==> src/rtl/pipes.sv <==
// Shared types for the instruction-fetch front end: bus request/response
// structs, the prefetch queue entry and the fetch FSM state encoding.
package pipes;

    typedef struct packed {
        logic        valid;
        logic [63:0] addr;
    } ibus_req_t;

    typedef struct packed {
        logic        data_ok;
        logic [31:0] data;
    } ibus_resp_t;

    typedef struct packed {
        logic [63:0] pc;
        logic [31:0] instr;
    } fetch_entry_t;

    typedef enum logic [0:0] {
        RUN     = 1'b0,
        DISCARD = 1'b1
    } fetch_state_t;

    localparam logic [63:0] PC_STEP = 64'd4;

    // Sequential successor of a fetch address; wraps modulo 2^64.
    function automatic logic [63:0] next_seq_pc(input logic [63:0] pc);
        return pc + PC_STEP;
    endfunction

endpackage

==> src/rtl/fetch_fifo.sv <==
// Circular prefetch queue of fetch entries. Flush has priority over push/pop;
// a push into a full queue or a pop from an empty queue is ignored.
module fetch_fifo
    import pipes::*;
#(
    parameter int DEPTH = 4
) (
    input  logic                         clk,
    input  logic                         reset,
    input  logic                         push,
    input  fetch_entry_t                 push_entry,
    input  logic                         pop,
    input  logic                         flush,
    output fetch_entry_t                 head_entry,
    output logic [$clog2(DEPTH+1)-1:0]   count
);

    localparam int PTR_W = $clog2(DEPTH);
    localparam int CNT_W = $clog2(DEPTH+1);

    fetch_entry_t     mem_q [DEPTH];
    fetch_entry_t     mem_d [DEPTH];
    logic [PTR_W-1:0] head_q, head_d;
    logic [PTR_W-1:0] tail_q, tail_d;
    logic [CNT_W-1:0] count_q, count_d;
    logic             do_push_s;
    logic             do_pop_s;

    // Qualify push/pop against occupancy and compute next pointers/count.
    always_comb begin
        do_push_s = push && !flush && (count_q < CNT_W'(DEPTH));
        do_pop_s  = pop  && !flush && (count_q != '0);
        head_d    = head_q;
        tail_d    = tail_q;
        count_d   = count_q;
        if (flush) begin
            head_d  = '0;
            tail_d  = '0;
            count_d = '0;
        end else begin
            if (do_push_s) begin
                tail_d = tail_q + PTR_W'(1);
            end else begin
                tail_d = tail_q;
            end
            if (do_pop_s) begin
                head_d = head_q + PTR_W'(1);
            end else begin
                head_d = head_q;
            end
            case ({do_push_s, do_pop_s})
                2'b10:   count_d = count_q + CNT_W'(1);
                2'b01:   count_d = count_q - CNT_W'(1);
                default: count_d = count_q;
            endcase
        end
    end

    // Storage write: only the tail slot changes, and only on an accepted push.
    always_comb begin
        mem_d = mem_q;
        if (do_push_s) begin
            mem_d[tail_q] = push_entry;
        end else begin
            mem_d[tail_q] = mem_q[tail_q];
        end
    end

    // Queue state registers with synchronous reset.
    always_ff @(posedge clk) begin
        if (reset) begin
            head_q  <= '0;
            tail_q  <= '0;
            count_q <= '0;
            for (int i = 0; i < DEPTH; i++) begin
                mem_q[i] <= '0;
            end
        end else begin
            head_q  <= head_d;
            tail_q  <= tail_d;
            count_q <= count_d;
            mem_q   <= mem_d;
        end
    end

    // Head entry and occupancy straight from the registers.
    always_comb begin
        head_entry = mem_q[head_q];
        count      = count_q;
    end

endmodule

==> src/rtl/fetch_queue.sv <==
// Instruction-fetch front end: sequential fetch PC, single outstanding bus
// request held stable until data_ok, prefetch queue towards decode, and
// redirect handling that flushes the queue and drops in-flight responses.
// Optional: define FETCH_BYPASS_EN to hand a response straight to decode
// in its data_ok cycle when the queue is empty (zero-latency bypass).
module fetch_queue
    import pipes::*;
#(
    parameter int          DEPTH    = 4,
    parameter logic [63:0] RESET_PC = 64'h8000_0000
) (
    input  logic        clk,
    input  logic        reset,
    output ibus_req_t   ireq,
    input  ibus_resp_t  iresp,
    input  logic        redirect_valid,
    input  logic [63:0] redirect_pc,
    output logic        out_valid,
    output logic [63:0] out_pc,
    output logic [31:0] out_instr,
    input  logic        out_ready
);

    localparam int CNT_W = $clog2(DEPTH+1);

    fetch_state_t     state_q, state_d;
    logic [63:0]      fetch_pc_q, fetch_pc_d;
    logic             req_valid_q, req_valid_d;
    logic [63:0]      req_addr_q, req_addr_d;

    logic             complete_s;
    logic             bypass_s;
    logic             fifo_empty_s;
    logic             push_s;
    logic             pop_s;
    logic             issue_s;
    logic [CNT_W-1:0] fifo_count_s;
    logic [CNT_W-1:0] cnt_after_push_s;
    fetch_entry_t     push_entry_s;
    fetch_entry_t     head_s;

    fetch_fifo #(
        .DEPTH (DEPTH)
    ) u_fifo (
        .clk        (clk),
        .reset      (reset),
        .push       (push_s),
        .push_entry (push_entry_s),
        .pop        (pop_s),
        .flush      (redirect_valid),
        .head_entry (head_s),
        .count      (fifo_count_s)
    );

    // Response acceptance, decode-side steering and queue push/pop control.
    always_comb begin
        complete_s   = (state_q == RUN) && req_valid_q && iresp.data_ok && !redirect_valid;
        fifo_empty_s = (fifo_count_s == '0);
`ifdef FETCH_BYPASS_EN
        bypass_s     = complete_s && fifo_empty_s;
`else
        bypass_s     = 1'b0;
`endif
        push_entry_s = '{pc: req_addr_q, instr: iresp.data};
        if (bypass_s) begin
            out_valid = 1'b1;
            out_pc    = req_addr_q;
            out_instr = iresp.data;
        end else begin
            // A redirect hides the head in the same cycle so decode never sees a stale entry.
            out_valid = !fifo_empty_s && !redirect_valid;
            out_pc    = head_s.pc;
            out_instr = head_s.instr;
        end
        push_s = complete_s && !(bypass_s && out_ready);
        pop_s  = !bypass_s && !fifo_empty_s && out_ready && !redirect_valid;
    end

    // Fetch FSM next state, fetch PC and bus request control.
    always_comb begin
        state_d          = state_q;
        fetch_pc_d       = fetch_pc_q;
        req_valid_d      = req_valid_q;
        req_addr_d       = req_addr_q;
        issue_s          = 1'b0;
        // Occupancy after this cycle's push, ignoring any pop: a new request is
        // only issued when its response is guaranteed a free slot.
        cnt_after_push_s = fifo_count_s + CNT_W'(push_s);
        case (state_q)
            RUN: begin
                if (redirect_valid) begin
                    fetch_pc_d = redirect_pc;
                    if (req_valid_q && !iresp.data_ok) begin
                        state_d = DISCARD;
                        issue_s = 1'b0;
                    end else begin
                        state_d = RUN;
                        issue_s = 1'b1;
                    end
                end else if (complete_s) begin
                    fetch_pc_d = next_seq_pc(fetch_pc_q);
                    issue_s    = (cnt_after_push_s < CNT_W'(DEPTH));
                end else if (!req_valid_q) begin
                    issue_s = (fifo_count_s < CNT_W'(DEPTH));
                end else begin
                    issue_s = 1'b0;
                end
            end
            DISCARD: begin
                if (redirect_valid) begin
                    fetch_pc_d = redirect_pc;
                end else begin
                    fetch_pc_d = fetch_pc_q;
                end
                if (iresp.data_ok) begin
                    state_d = RUN;
                    issue_s = 1'b1;
                end else begin
                    state_d = DISCARD;
                    issue_s = 1'b0;
                end
            end
            default: begin
                state_d = RUN;
                issue_s = 1'b0;
            end
        endcase

        if (issue_s) begin
            req_valid_d = 1'b1;
            req_addr_d  = fetch_pc_d;
        end else if (req_valid_q && iresp.data_ok) begin
            req_valid_d = 1'b0;
        end else begin
            req_valid_d = req_valid_q;
        end
    end

    // Fetch state registers with synchronous reset.
    always_ff @(posedge clk) begin
        if (reset) begin
            state_q     <= RUN;
            fetch_pc_q  <= RESET_PC;
            req_valid_q <= 1'b0;
            req_addr_q  <= RESET_PC;
        end else begin
            state_q     <= state_d;
            fetch_pc_q  <= fetch_pc_d;
            req_valid_q <= req_valid_d;
            req_addr_q  <= req_addr_d;
        end
    end

    // Bus request comes straight from registers so it is stable all cycle.
    always_comb begin
        ireq.valid = req_valid_q;
        ireq.addr  = req_addr_q;
    end

endmodule
==> config.mk <==
export PLATFORM = sky130hd
export DESIGN_NAME = fetch_queue
export DESIGN_NICKNAME = d
export VERILOG_FILES = /design/src/rtl/pipes.sv /design/src/rtl/fetch_fifo.sv /design/src/rtl/fetch_queue.sv
export SDC_FILE = /design/constraint.sdc
export NUM_CORES = 1
export LEC_CHECK = 0
export BUFFER_PORTS_ARGS = -buffer_cell sky130_fd_sc_hd__buf_4
export CORE_UTILIZATION = 35
export DETAILED_ROUTE_END_ITERATION = 8
export PLACE_DENSITY_LB_ADDON = 0.2
export SLEW_MARGIN = 20
export SYNTH_ARGS = -nofsm -noshare
export SYNTH_HDL_FRONTEND = slang
export SYNTH_SLANG_ARGS = --single-unit
==> constraint.sdc <==
create_clock -name clk -period 7.3 [get_ports clk]
set_clock_uncertainty 0.05 [all_clocks]
set_input_delay 1.46 -clock clk [delete_from_list [all_inputs] [get_ports clk]]
set_output_delay 1.46 -clock clk [all_outputs]
set_load 0.005 [all_outputs]
==> results.txt <==
Worst r2r path cells: 5
Clock tree sinks: 521
Core area: 68800 um2
HP Class: flip-flop to flip-flop
Aggregate negative setup slack: 0 ns
Pwr Total: 0.00650 W
Multi-input gate area: 13100 um2
Cts-stage hold buffer count: 0
Worst stage delay on the critical path: 0.96 ns
Part of the cycle the worst path needs: 63.2%
Filler cells: 6620
Arr. time, crit path: 3.10 ns
Setup repair after global routing missed its margin: no
Post-layout minimum cycle time: 4.61 ns
Clock tree from TritonCTS: yes
Required arrival time at the worst endpoint: 5.79 ns
Max-cap check violation count: 0
Tightest Pin Transition: 1.11 ns
Maximum resistive drop on vdd: 0.149 mV
Synthesized instance count: 2332
Pwr per Cell Area: 225 nW/um2
Bufs on Longest Clock Path: 3
Unique masters post-synth: 61
CTS root buf: sky130_fd_sc_hd__clkbuf_16
Die X-Extent: 266 um
Cell breakdown of the critical path: buf_4 -> mux4_2 -> buf_4
Final number of max-transition violations: 0
Clk_lat worst skew: 0.64 ns
Leading cell types by total area after synthesis: sky130_fd_sc_hd__dfxtp_1 (43%), sky130_fd_sc_hd__mux4_2 (18%), sky130_fd_sc_hd__a211oi_1 (12%), sky130_fd_sc_hd__nor2_1 (6.9%), sky130_fd_sc_hd__mux2i_1 (5.8%)
Vias in the first global route: 19100
Metal3 WL: 4360 um
Run status: complete, no violations
Cell occurring most often along the worst timing path: sky130_fd_sc_hd__buf_4
Flip-flop and latch count after synthesis: 521
Worst setup EP type: primary output
Initial antenna violation count: 2
Fraction of the core area covered by cells at the end of the flow: 41.9%
Prevailing post-synth register cell: sky130_fd_sc_hd__dfxtp_1
Cells on Worst Hold Path: 2
Top cells by count, synth: sky130_fd_sc_hd__dfxtp_1 (521), sky130_fd_sc_hd__nor2_1 (451), sky130_fd_sc_hd__a211oi_1 (392)
Final std cell area, no fill: 28800 um2
Clk pin slew, worst setup/hold paths: 0.06 ns
Pin count of the biggest net entering global routing: 103
Share of synthesized flip-flops with an asynchronous set or reset: 0%
Share of layout cells above drive strength 1: 25.5%
Synthesized-area fraction occupied by ao, oa, aoi and oai cells: 15.0%
Dominant combinational cell family by area after synthesis: multiplexers
Post-Synth XOR/XNOR Area: 0.251%
Routed WL per cell: 22.4 um
DRC violation count after routing: 0
Initial cell density of the core: 35.5%
H-tree depth: 2
Register area: 10400 um2
Post-synth EDFFs: 0
Total nets after synthesis: 2440
Setup-failing EPs final: 0
Leakage dissipation: 10.4 nW
Maximum clock rate: 217 MHz
Wire length after detailed routing: 76900 um
Max FO, Critical Path: 50
Simple-gate share of the synthesized area: 12.4%
Area share of the leading cell type in the synthesized netlist: 42.7%
DRT antenna net count: 0
Row count: 96
Routability cong.: 0.833
Detailed router's first-iteration violation count: 1518
Mux share of post-synthesis cell area: 25.3%
Kind of start point of the critical path: flip-flop
CP max stage cell: sky130_fd_sc_hd__dfxtp_4
Post-layout instance count excluding filler cells: 3430
Final hold violations: 0
Post-synthesis sequential area ratio: 42.7%
Routed met2 length: 35600 um
Standard cell area after detailed placement: 26900 um2
Total number of vias: 19600
Delay-heaviest family, CP: buffers and inverters
Crit path depth: 3
Library cell with the highest instance count after synthesis: sky130_fd_sc_hd__dfxtp_1
Critical path type: flip-flop to primary output
Metal1 wirelength: 34400 um
Number of instances resized during post-cts repair: 0
Cell type with the highest aggregate area in the netlist: sky130_fd_sc_hd__dfxtp_1
HPWL after DPL: 48400 um
Adder and majority gate portion of the synthesized area: 0.389%
Number of iterations in the first detailed-routing pass: 5
Via density per instance: 5.70
Signed area change from the synthesized netlist to the final layout: 18.2%
Netlist area before placement: 24400 um2
Die height: 266 um
Placed Cells incl. Taps: 3322
Per-instance average area after synthesis: 10.5 um2
Ys Warns: 0
Top Metal Used: met4
Global-route wire length before repair: 117000 um
Number of nets in the finished design: 2560
Die Footprint: 70800 um2
Number of I/O pins: 263
Worst path bufs/invs: 2
Post-CTS setup buffers: 0
Rel. slew slack: 25.8%
Total of buffers placed on input and output ports: 262
Combined global-route utilization of all metal layers: 21.3%
Number of clock buffers inserted by TritonCTS: 59
Overflow after GRT: 0
report_power, final:
part           internal, W  total [W]  switching [W]  leakage, nW
combinational     0.000250   0.000520       0.000270         5.22
sequential         0.00293    0.00303       0.000105         4.23
clock              0.00169    0.00295        0.00126        0.948
total              0.00487    0.00650        0.00163         10.4
kinds of logic (layout without fill, tap and decap cells):
kind of cell             count (synthesis)  in the layout
AO/OA/AOI/OAI                          504            504
XOR/XNOR                                 7              7
adder cells (fa/ha/maj)                  7              7
buffers and inverters                  236            402
flip-flops                             521            521
multiplexers                           373            373
other                                    0              1
AND/OR/NAND/NOR                        684            684
placed cells by master, fill, tap and decap left out, types with 21 or more instances in the layout:
| cell | synthesis | final |
|---|---|---|
| sky130_fd_sc_hd__buf_4 | 2 | 282 |
| sky130_fd_sc_hd__mux2_2 | 39 | 39 |
| sky130_fd_sc_hd__nor2_1 | 451 | 449 |
| sky130_fd_sc_hd__mux2i_1 | 142 | 142 |
| sky130_fd_sc_hd__a211oi_1 | 392 | 392 |
| sky130_fd_sc_hd__and2_1 | 29 | 29 |
| sky130_fd_sc_hd__nand2_1 | 76 | 75 |
| sky130_fd_sc_hd__clkbuf_16 | 0 | 59 |
| sky130_fd_sc_hd__mux4_2 | 192 | 192 |
| sky130_fd_sc_hd__dfxtp_1 | 521 | 517 |
| sky130_fd_sc_hd__and3_1 | 21 | 21 |
| sky130_fd_sc_hd__nand3_1 | 31 | 31 |
| sky130_fd_sc_hd__o21ai_0 | 39 | 39 |
stage by stage:
stage	hold slack, ns	setup slack (ns)
final	0.444	2.69
after global routing	0.461	2.60
after CTS	0.446	2.61
after detailed placement	0.438	2.79
after global placement	0.428	2.81
after floorplan	0.404	3.67
worst paths after layout:
kind / startpoint / end / slack, ns
worst max-delay path: u_fifo.head_q[1]$_SDFFE_PP0P_ / out_pc[29] / 2.69
worst max register to register: u_fifo.tail_q[1]$_SDFFE_PP0N_ / u_fifo.mem_q[98]$_SDFFE_PP0P_ / 3.33
worst min-delay path: u_fifo.mem_q[61]$_SDFFE_PP0P_ / u_fifo.mem_q[61]$_SDFFE_PP0P_ / 0.44
worst min register to register: u_fifo.mem_q[61]$_SDFFE_PP0P_ / u_fifo.mem_q[61]$_SDFFE_PP0P_ / 0.44
worst register-to-register path, delay by kind of cell (launching register included):
kind            cells  cell delay, ns
flops               1            1.00
simple gates        1            0.21
fa+ha+maj           1            0.61
compound gates      1            0.26
buf+inv             2            1.73
sequential cells by signal, summed over array words and instances (netlist names):
name and count:
u_fifo.mem_q 384, fetch_pc_q 64, req_addr_q 64, u_fifo.count 3, u_fifo.head_q 2, u_fifo.tail_q 2, req_valid_q 1, state_q 1
final cells by class:
| type | count | share of cell area [%] |
|---|---|---|
| inverter | 10 | 0.147 |
| timing repair buffer | 285 | 7.47 |
| clock buffer | 85 | 5.91 |
| clock inverter | 22 | 0.755 |
| tap | 931 | 4.04 |
| multi-input combinational | 1575 | 45.5 |
| sequential | 521 | 36.2 |
| antenna | 1 | 0.00867 |
layer usage:
metal  global-route usage (%)  up-vias
li1                         -     9063
met1                     29.6     9679
met2                     33.5      672
met3                     3.23      140
met4                     7.86        0
met5                        0        -
Note: power is estimated with default switching activity, not from simulation.
